--- config.mk ---
export PLATFORM = sky130hd
export DESIGN_NAME = seq_alu
export DESIGN_NICKNAME = d
export VERILOG_FILES = /design/src/rtl/seq_alu.sv
export SDC_FILE = /design/constraint.sdc
export NUM_CORES = 1
export LEC_CHECK = 0
export ABC_CLOCK_PERIOD_IN_PS = 5100
export CORE_ASPECT_RATIO = 1.5
export CORE_MARGIN = 10
export CORE_UTILIZATION = 29
export CTS_CLUSTER_SIZE = 10
export DETAILED_ROUTE_END_ITERATION = 12
export SETUP_SLACK_MARGIN = 0.05
export SLEW_MARGIN = 20
export SYNTH_ARGS = -nofsm -noshare
export SYNTH_HDL_FRONTEND = slang
export SYNTH_SLANG_ARGS = --single-unit
--- constraint.sdc ---
create_clock -name clk -period 5.1 [get_ports clk]
set_input_delay 1.02 -clock clk [delete_from_list [all_inputs] [get_ports clk]]
set_output_delay 1.02 -clock clk [all_outputs]
set_load 0.1 [all_outputs]
--- src/rtl/seq_alu.sv ---
// Registered WIDTH-bit ALU: AND/OR/ADD/SLT/NOR in one cycle, shift-add MUL over WIDTH cycles.
// Results and flags are presented through a start/busy/done handshake.
//
// state | meaning
// IDLE  | waiting for start; single-cycle ops complete here
// MUL   | shift-add iterations in progress, busy=1
module seq_alu #(
  parameter int WIDTH = 32
) (
  input  logic             clk,
  input  logic             rst_n,
  input  logic             start,
  input  logic [WIDTH-1:0] a,
  input  logic [WIDTH-1:0] b,
  input  logic             binvert,
  input  logic             carryin,
  input  logic [2:0]       operation,
  output logic             busy,
  output logic             done,
  output logic [WIDTH-1:0] result,
  output logic             carryout,
  output logic             overflow,
  output logic             zero
);

  localparam int CW = (WIDTH > 2) ? $clog2(WIDTH) : 1;
  localparam logic [CW-1:0] LAST_ITER = CW'(WIDTH - 1);

  localparam logic [2:0] OP_AND = 3'b000;
  localparam logic [2:0] OP_OR  = 3'b001;
  localparam logic [2:0] OP_ADD = 3'b010;
  localparam logic [2:0] OP_SLT = 3'b011;
  localparam logic [2:0] OP_NOR = 3'b100;
  localparam logic [2:0] OP_MUL = 3'b101;

  typedef enum logic {
    IDLE = 1'b0,
    MUL  = 1'b1
  } state_t;

  state_t               state;
  logic [CW-1:0]        cnt;
  logic [2*WIDTH-1:0]   acc;
  logic [2*WIDTH-1:0]   mcand;
  logic [WIDTH-1:0]     mplier;

  logic [WIDTH-1:0]     bb;
  logic [WIDTH:0]       sum;
  logic                 add_ovf;
  logic [WIDTH-1:0]     sc_res;
  logic                 sc_cout;
  logic                 sc_ovf;
  logic [2*WIDTH-1:0]   partial;
  logic [2*WIDTH-1:0]   acc_next;
  logic                 accept;

  assign accept = start && !busy;

  always_comb begin
    bb      = binvert ? ~b : b;
    sum     = {1'b0, a} + {1'b0, bb} + {{WIDTH{1'b0}}, carryin};
    add_ovf = (a[WIDTH-1] == bb[WIDTH-1]) && (sum[WIDTH-1] != a[WIDTH-1]);
    sc_res  = '0;
    sc_cout = 1'b0;
    sc_ovf  = 1'b0;
    case (operation)
      OP_AND: sc_res = a & bb;
      OP_OR:  sc_res = a | bb;
      OP_NOR: sc_res = ~(a | bb);
      OP_ADD: begin
        sc_res  = sum[WIDTH-1:0];
        sc_cout = sum[WIDTH];
        sc_ovf  = add_ovf;
      end
      OP_SLT: begin
        sc_res  = {{(WIDTH-1){1'b0}}, sum[WIDTH-1] ^ add_ovf};
        sc_cout = sum[WIDTH];
        sc_ovf  = add_ovf;
      end
      default: begin
        sc_res  = '0;
        sc_cout = 1'b0;
        sc_ovf  = 1'b0;
      end
    endcase
  end

  // One multiplier bit per cycle, LSB first; mcand is pre-shifted to the bit's weight
  always_comb begin
    partial  = mplier[0] ? mcand : '0;
    acc_next = acc + partial;
  end

  always_ff @(posedge clk or negedge rst_n) begin
    if (!rst_n) begin
      state    <= IDLE;
      cnt      <= '0;
      acc      <= '0;
      mcand    <= '0;
      mplier   <= '0;
      result   <= '0;
      carryout <= 1'b0;
      overflow <= 1'b0;
      zero     <= 1'b1;
      busy     <= 1'b0;
      done     <= 1'b0;
    end else begin
      done <= 1'b0;
      case (state)
        IDLE: begin
          if (accept) begin
            if (operation == OP_MUL) begin
              state  <= MUL;
              busy   <= 1'b1;
              cnt    <= '0;
              acc    <= '0;
              mcand  <= {{WIDTH{1'b0}}, a};
              mplier <= b;
            end else begin
              result   <= sc_res;
              carryout <= sc_cout;
              overflow <= sc_ovf;
              zero     <= (sc_res == '0);
              done     <= 1'b1;
            end
          end
        end
        MUL: begin
          acc    <= acc_next;
          mcand  <= mcand << 1;
          mplier <= mplier >> 1;
          if (cnt == LAST_ITER) begin
            state    <= IDLE;
            busy     <= 1'b0;
            cnt      <= '0;
            result   <= acc_next[WIDTH-1:0];
            carryout <= |acc_next[2*WIDTH-1:WIDTH];
            overflow <= 1'b0;
            zero     <= (acc_next[WIDTH-1:0] == '0);
            done     <= 1'b1;
          end else begin
            cnt <= cnt + 1'b1;
          end
        end
        default: begin
          state <= IDLE;
          busy  <= 1'b0;
        end
      endcase
    end
  end

endmodule

# Yosys cells after proc, flatten, opt, wreduce, memory -nomap -nowiden
# Index checks and enable logic that the tools add are counted.
# Widths: inputs -> output; s select.
# word_totals
wordCells,89
mem_count,0
latchBits,0
ram_bits,0
romBits,0
out_inout_bits,37
regBits,203
# op_classes
n_mux,45
div_mod_pow,0
n_shift,0
reduce_logical,11
magnitude_cmp,0
n_addsub,4
eq_ne,12
bitwise,6
multipliers,0
# op_table
operator,count
$mux 64,5
$pmux 64 s2,2
$mux 32,6
$pmux 32 s5,1
$pmux 32 s2,2
$add 64x64->64,1
$logic_not 32->1,2
$not 32->32,2
$add 32x32->33,1
$add 33x1->33,1
$and 32x32->32,1
$or 32x32->32,1
$reduce_or 32->1,1
$mux 1,19
$mux 5,3
$pmux 1 s2,6
$pmux 5 s2,1
$eq 3x2->1 const B,2
$eq 3x3->1 const B,2
$ne 2x2->1 const B,3
$reduce_and 3->1,2
$add 5x1->5 const B,1
$eq 5x5->1 const B,1
$eq 3x1->1 const B,1
other kinds (10),11

# Logic depth before layout (Yosys ltp)
# Gate-level depths: netlist (run 1).
# depth
word_depth,12
mapped_depth,17

# Worst setup path after synthesis (run 1)
# OpenSTA, ideal clock, no wires.
# synth_timing
path_kind,input to register
start,input port binvert
end,register zero
t_arrival_ps,4485
setup_time_ps,79
n_path_buf,3
path_slack_ps,536
stages,17
cell_sequence,clkbuf_1 buf_1 xor2_1 inv_1 ha_1 clkbuf_1 a21o_1 a2111oi_0 and4b_1 a211oi_1 o21ai_1 a211oi_1 nand3b_1 a221o_1 nor4_1 nand4_1 o21ai_0
# synth_via
elab_chain_len,11
elab_cells_between_ends,15
cone_classes,add/sub: 2; eq/ne: 2; mux: 5; bitwise: 4; reduce/logical: 2
# synth_lines
item,line,source
"start, declared",15,"input logic binvert,"
$mux 32 *,60,bb = binvert ? ~b : b;
$add 32x32->33,61,"sum = {1'b0, a} + {1'b0, bb} + {{WIDTH{1'b0}}, carryin};"
$add 33x1->33,61,
$ne 1x1->1,62,add_ovf = (a[WIDTH-1] == bb[WIDTH-1]) && (sum[WIDTH-1] != a[WIDTH-1]);
$logic_and 1x1->1,62,
$xor 1x1->1,76,"sc_res = {{(WIDTH-1){1'b0}}, sum[WIDTH-1] ^ add_ovf};"
$pmux 32 s5 *,66,case (operation)
$logic_not 32->1 *,123,zero <= (sc_res == '0);
$mux 1 *,112,if (operation == OP_MUL) begin
$mux 1 *,111,if (accept) begin
$pmux 1 s2 *,109,case (state)
"end signal, assigned",123,
"end signal, assigned",139,zero <= (acc_next[WIDTH-1:0] == '0);
"end, declared",23,output logic zero
# Mark *: on every way between the ends. The rest lies on a longest branch, timed or not. The select of a mux whose other input is x is not followed.
# A chain may end at the register's enable or synchronous reset.

# Worst setup path in the final report (run 1)
# layout_timing
start,register mplier[0]
end,register carryout
# layout_via
elab_chain_len,5
# layout_lines
item,line,source
"start, declared",45,logic [WIDTH-1:0] mplier;
"start signal, assigned",131,mplier <= mplier >> 1;
$mux 64,90,partial = mplier[0] ? mcand : '0;
$add 64x64->64,91,acc_next = acc + partial;
$reduce_or 32->1,137,carryout <= |acc_next[2*WIDTH-1:WIDTH];
$mux 1,132,if (cnt == LAST_ITER) begin
$pmux 1 s2,109,
"end signal, assigned",121,carryout <= sc_cout;
"end signal, assigned",137,
"end, declared",21,"output logic carryout,"
# No other way between the ends. The select of a mux whose other input is x is not followed.

==> results of run 1 <==
logic make-up after synthesis:
group | Yosys count | synth area share, %
xor gates and xnor gates | 119 | 6.18
AOI/OAI and AO/OA | 641 | 23.2
adders and majority gates | 132 | 9.93
buffers and inverters | 218 | 5.03
DFF | 203 | 30.1
muxes | 88 | 5.28
and+or+nand+nor | 740 | 20.2
timing repair:
action	in CTS	in global routing
gates resized for setup	0	2
endpoints found under the setup margin	0	1
endpoints found under the hold margin	0	0
routing by layer:
layer / vias to the layer above / global-route usage [%] / part of all wire, % / routed length (um)
met4: 0 / 7.92 / 4.7 / 2840
met5: - / 0 / 0 / 0
met1: 7662 / 18.0 / 38 / 22900
li1: 7693 / - / - / -
met2: 392 / 33.2 / 54 / 32400
met3: 113 / 2.05 / 3.6 / 2170
worst reg2reg max path: stages (launching register included):
cell and delay (ps):
dfrtp_1 390, buf_12 170, and2_1 220, ha_1 430, a21oi_1 150, o21ai_0 400, a21boi_0 250, o31ai_1 330
nor4_2 110, o31ai_1 430, xor2_1 170, or4_1 520, or4_1 530, nor4_1 370, buf_4 200, a21oi_1 60
layout make-up:
cell class,count,area share (%)
Clock buffer,39,3.85
Inverter,90,1.71
Clock inverter,4,0.241
Multi-Input combinational cell,1720,55.4
Timing Repair Buffer,176,8.18
Tap cell,770,4.88
Sequential cell,203,25.7
power by group:
group / switching (uW) / internal (uW) / total [uW]
sequential: 474 / 2250 / 2720
combinational: 3320 / 1650 / 4970
clock: 753 / 1070 / 1820
total: 4540 / 4970 / 9510
final timing paths:
path / end / cells past startpoint / start
max: carryout / 15 / mplier[0]
min: acc[2] / 1 / rst_n
max reg2reg: carryout / 15 / mplier[0]
min reg2reg: mcand[55] / 2 / mcand[54]
max in group asynchronous: acc[38] / 2 / rst_n
min in group clk: mcand[55] / 2 / mcand[54]
metrics by stage:
step                util [%]  TNS [ps]  total power (uW)  area (sq um)
finish                  34.2         0              9510         19800
global route            34.2         0             10100         19800
CTS                     34.2         0              9570         19800
detailed placement      32.8     -89.7              7680         18900
global placement        32.8      -185              7620         18900
floorplan                  -         0              6090         16900
state kept, by name (all words and copies together), names as in the netlist:
name / count
acc: 64
busy: 1
carryout: 1
cnt: 5
done: 1
mcand: 64
mplier: 32
overflow: 1
result: 32
state: 1
zero: 1
layout by cell type (no fill, tap or decap), drive strengths merged, types with 16 or more instances in the layout:
cell and instances:
nor3 16, nand2 371, mux2i 80, clkbuf 39, a211oi 27, o21ai 260, clkdlybuf4s50 106, inv 90
and2 68, nand3 32, buf 70, a21oi 162, o21a 16, xor2 67, ha 129, nand4 35
xnor2 52, dfrtp 202, a21o 34, nor2 139
==> impl_metrics.json, run 1 <==
{
  "yosysUniqueCellTypes": 88,
  "slew_violations": 0,
  "hold_viol_final": 0,
  "crit_chain": "buf_12 -> and2_1 -> ha_1 -> a21oi_1 -> o21ai_0 -> a21boi_0 -> o31ai_1 -> nor4_2 -> o31ai_1 -> xor2_1 -> or4_1 -> or4_1 -> nor4_1 -> buf_4 -> a21oi_1",
  "ioPinCount": 109,
  "grt_setup_unrepaired": "no",
  "vdd_drop_max_mv": 0.345,
  "die-area_sq_um": 68400,
  "ctsHoldBuffers": 0,
  "synth_top_area_share_pct": 30.0,
  "clkSlewWorstSetupHoldPaths_ps": 60,
  "setup_violations": 0,
  "stdcell_count": 3002,
  "required_ps": 5540,
  "setup_slack_ps": 250,
  "nets": 2421,
  "n_fill_cell": 6175,
  "synthArstFlopShare_pct": 100,
  "antenna_cells": 0,
  "syn_area_sq_um": 16900,
  "io_buffers": 108,
  "cp_max_fo": 45,
  "hpwl_mm": 47.5,
  "hp-class": "in -> async",
  "clk_latency_ps": 580,
  "die_x_um": 217,
  "postCtsSetupBuffers": 0,
  "crit_family": "simple AND/OR/NAND/NOR gates",
  "fin_skew_ps": 31.9,
  "syn_inst": 2141,
  "gp_congestion": 0.959,
  "period_share_pct": 95.1,
  "clock.fmax_mhz": 206,
  "routed-via-count": 15900,
  "grt_pass1_vias": 16300,
  "tightestPinTransition_ps": 1040,
  "startpoint_type": "register",
  "syn-num-nets": 2345,
  "numCtsBuffers": 26,
  "leakagePower_uw": 0.00899,
  "synth_top_area_cell": "dfrtp_1",
  "synth.most_common_cell": "nand2_1",
  "p_per_area_nw_per_um2": 481,
  "fp.dieH_um": 315,
  "first_pass_iters": 7,
  "routed_wl_mm": 60.3,
  "vias_per_cell": 5.28,
  "timing.hold.ws_ps": 402,
  "initial_core_util_pct": 29.2,
  "synth-edff-count": 0,
  "placed_cells": 2959,
  "critPathBufInv": 2,
  "cpMaxStageDelayCell": "or4_1",
  "crit_arrival_ps": 5280,
  "drc": 0,
  "end_kind": "register",
  "synth.area.top_cells": "dfrtp_1, ha_1, nand2_1",
  "core_sq_um": 57700,
  "antenna_found_initial": 0,
  "syn_area_per_cell_sq_um": 7.88,
  "relSlewSlack_pct": 30.3,
  "cts_max_path_buffers": 3,
  "fin_crit_ps": 4850,
  "htreeDepth": 1,
  "drive_above_1_share_pct": 7.08,
  "multi_input_area_sq_um": 10900,
  "wire_per_inst_um": 20.1,
  "r2r_setup_slack_ps": 250,
  "pre_cts_ws_ps": -89.7,
  "overflow": 0,
  "root_buffer": "clkbuf_16",
  "grt_use_total_pct": 17.2,
  "syn_to_final_growth_pct": 17.2,
  "cts.sinks": 203,
  "ant_nets": 0,
  "regArea_sq_um": 5080,
  "row_count": 108,
  "synth_flop_cell": "dfrtp_1",
  "slowest_delay_ps": 530,
  "netlist_top_cells_count": "nand2_1, o21ai_0, dfrtp_1",
  "outcome": "finished clean",
  "yosysWarningCount": 0,
  "cts_tree": "yes",
  "grt_pass1_wl_mm": 93.6,
  "crit_type": "reg -> reg",
  "grt_max_degree": 89,
  "synth-seq-area-share_pct": 30.1,
  "ys_ff_latch": 203,
  "drt_iter0_drc": 960,
  "cap_viol_max_count": 0
}
No activity file was read; power rests on OpenSTA's default activity.
==> run 2, diff against run 1 <==
Settings changed: TNS_END_PERCENT set to 50.
==> results of run 2 <==
No change in the layout: final DEF, timing and power equal those of run 1.
==> run 3, diff against run 2 <==
Settings changed: ABC_CLOCK_PERIOD_IN_PS 5100 to not set, PLACE_DENSITY set to 0.45.
==> impl_metrics.json, run 3 (synthesis gave the netlist of run 1 again) <==
{
  "grt_pass1_wl_mm": 97.2,
  "drive_above_1_share_pct": 7.58,
  "syn_to_final_growth_pct": 18.0,
  "antenna_found_initial": 0,
  "grt_max_degree": 96,
  "drt_iter0_drc": 901,
  "cts.sinks": 203,
  "n_fill_cell": 6197,
  "leakagePower_uw": 0.00906,
  "end_kind": "register",
  "overflow": 0,
  "stdcell_count": 3013,
  "row_count": 108,
  "required_ps": 5550,
  "initial_core_util_pct": 29.2,
  "root_buffer": "clkbuf_16",
  "cts_max_path_buffers": 3,
  "outcome": "finished clean",
  "numCtsBuffers": 27,
  "period_share_pct": 94.4,
  "gp_congestion": 0.911,
  "ant_nets": 0,
  "placed_cells": 2971,
  "wire_per_inst_um": 20.7,
  "drc": 0,
  "first_pass_iters": 5,
  "grt_pass1_vias": 16600,
  "final_cell_mix": "nand2_1, o21ai_0, dfrtp_1, a21oi_1, nor2_1",
  "fin_skew_ps": 22.2,
  "tightestPinTransition_ps": 1000,
  "routed_wl_mm": 62.4,
  "startpoint_type": "register",
  "clk_latency_ps": 570,
  "vias_per_cell": 5.20,
  "io_buffers": 108,
  "clock.fmax_mhz": 208,
  "utilization_pct": 34.5,
  "nets": 2434,
  "crit_arrival_ps": 5270,
  "ctsHoldBuffers": 0,
  "die-area_sq_um": 68400,
  "fp.dieH_um": 315,
  "htreeDepth": 1,
  "top_regs": "acc: 64 flops, mcand: 64 flops",
  "setup_violations": 0,
  "grt_use_total_pct": 18.0,
  "clkSlewWorstSetupHoldPaths_ps": 60,
  "slew_violations": 0,
  "hold_viol_final": 0,
  "die_x_um": 217,
  "cap_viol_max_count": 0,
  "cts_tree": "yes",
  "vdd_drop_max_mv": 0.396,
  "fin_crit_ps": 4820,
  "final_common_cell": "nand2_1",
  "timing.hold.ws_ps": 479,
  "antenna_cells": 0,
  "routed-via-count": 15700,
  "cp_max_fo": 65,
  "ioPinCount": 109,
  "hpwl_mm": 49.2,
  "grt_setup_unrepaired": "no",
  "relSlewSlack_pct": 33.0,
  "core_sq_um": 57700,
  "crit_type": "reg -> reg",
  "hp-class": "reg -> reg",
  "p_per_area_nw_per_um2": 482
}
run 3: path summary, 6_finish.rpt:
| kind | start | endpoint | slack [ps] | cells past startpoint |
|---|---|---|---|---|
| max | mplier[0] | carryout | 280 | 15 |
| min | result[9] | result[9] | 480 | 1 |
| max in group asynchronous | rst_n | mplier[16] | 3570 | 2 |
| min reg2reg | result[9] | result[9] | 480 | 1 |
| max reg2reg | mplier[0] | carryout | 280 | 15 |
| min in group asynchronous | rst_n | mcand[35] | 500 | 1 |
run 3: metal layers:
layer,global-route usage [%],share of wire (%),vias to the layer above
met4,8.84,5.0,0
met5,0,0,-
met3,1.86,2.7,122
met1,18.9,38,7526
met2,34.8,54,305
li1,-,-,7725
run 3: power by group:
| group | switching [uW] | internal, uW | leakage (uW) | total [uW] |
|---|---|---|---|---|
| Clock | 773 | 1070 | 0.000385 | 1850 |
| Combinational | 3350 | 1680 | 0.00607 | 5030 |
| Sequential | 465 | 2250 | 0.00260 | 2710 |
| Total | 4590 | 5000 | 0.00906 | 9590 |
run 3: critical path: stages, from the launching register on:
cell,delay [ps]
dfrtp_1,390
buf_12,180
and2_1,200
ha_1,400
nand4_1,220
or4_1,610
nor3b_1,180
o21ai_0,140
a21oi_1,160
o31ai_1,430
xor2_1,230
or4_1,530
or4_1,530
nor4_1,250
buf_4,150
a21oi_1,50
run 3: what timing repair did:
| item | in CTS | in global routing |
|---|---|---|
| buffers inserted | 0 | 0 |
| resized for setup | 0 | 1 |
| endpoints found under the setup margin | 0 | 1 |
run 3: final cells by class:
cell class	count	area, sq um	area share, %
clock inverter	7	92.6	0.466
tap	770	963	4.84
clock buffer	35	716	3.60
sequential	203	5080	25.6
multi-input combinational	1720	11000	55.1
inverter	90	338	1.70
timing repair buffer	188	1740	8.77
run 3: per-stage QoR:
step / setup slack (ps) / instance area [sq um] / power (uW) / TNS (ps)
after CTS: 308 / 19900 / 9710 / 0
after detailed placement: -238 / 19100 / 7790 / -238
after global routing: 59.0 / 19900 / 10300 / 0
after floorplan: 536 / 16900 / 6090 / 0
final: 283 / 19900 / 9590 / 0
after global placement: -267 / 19100 / 7760 / -267
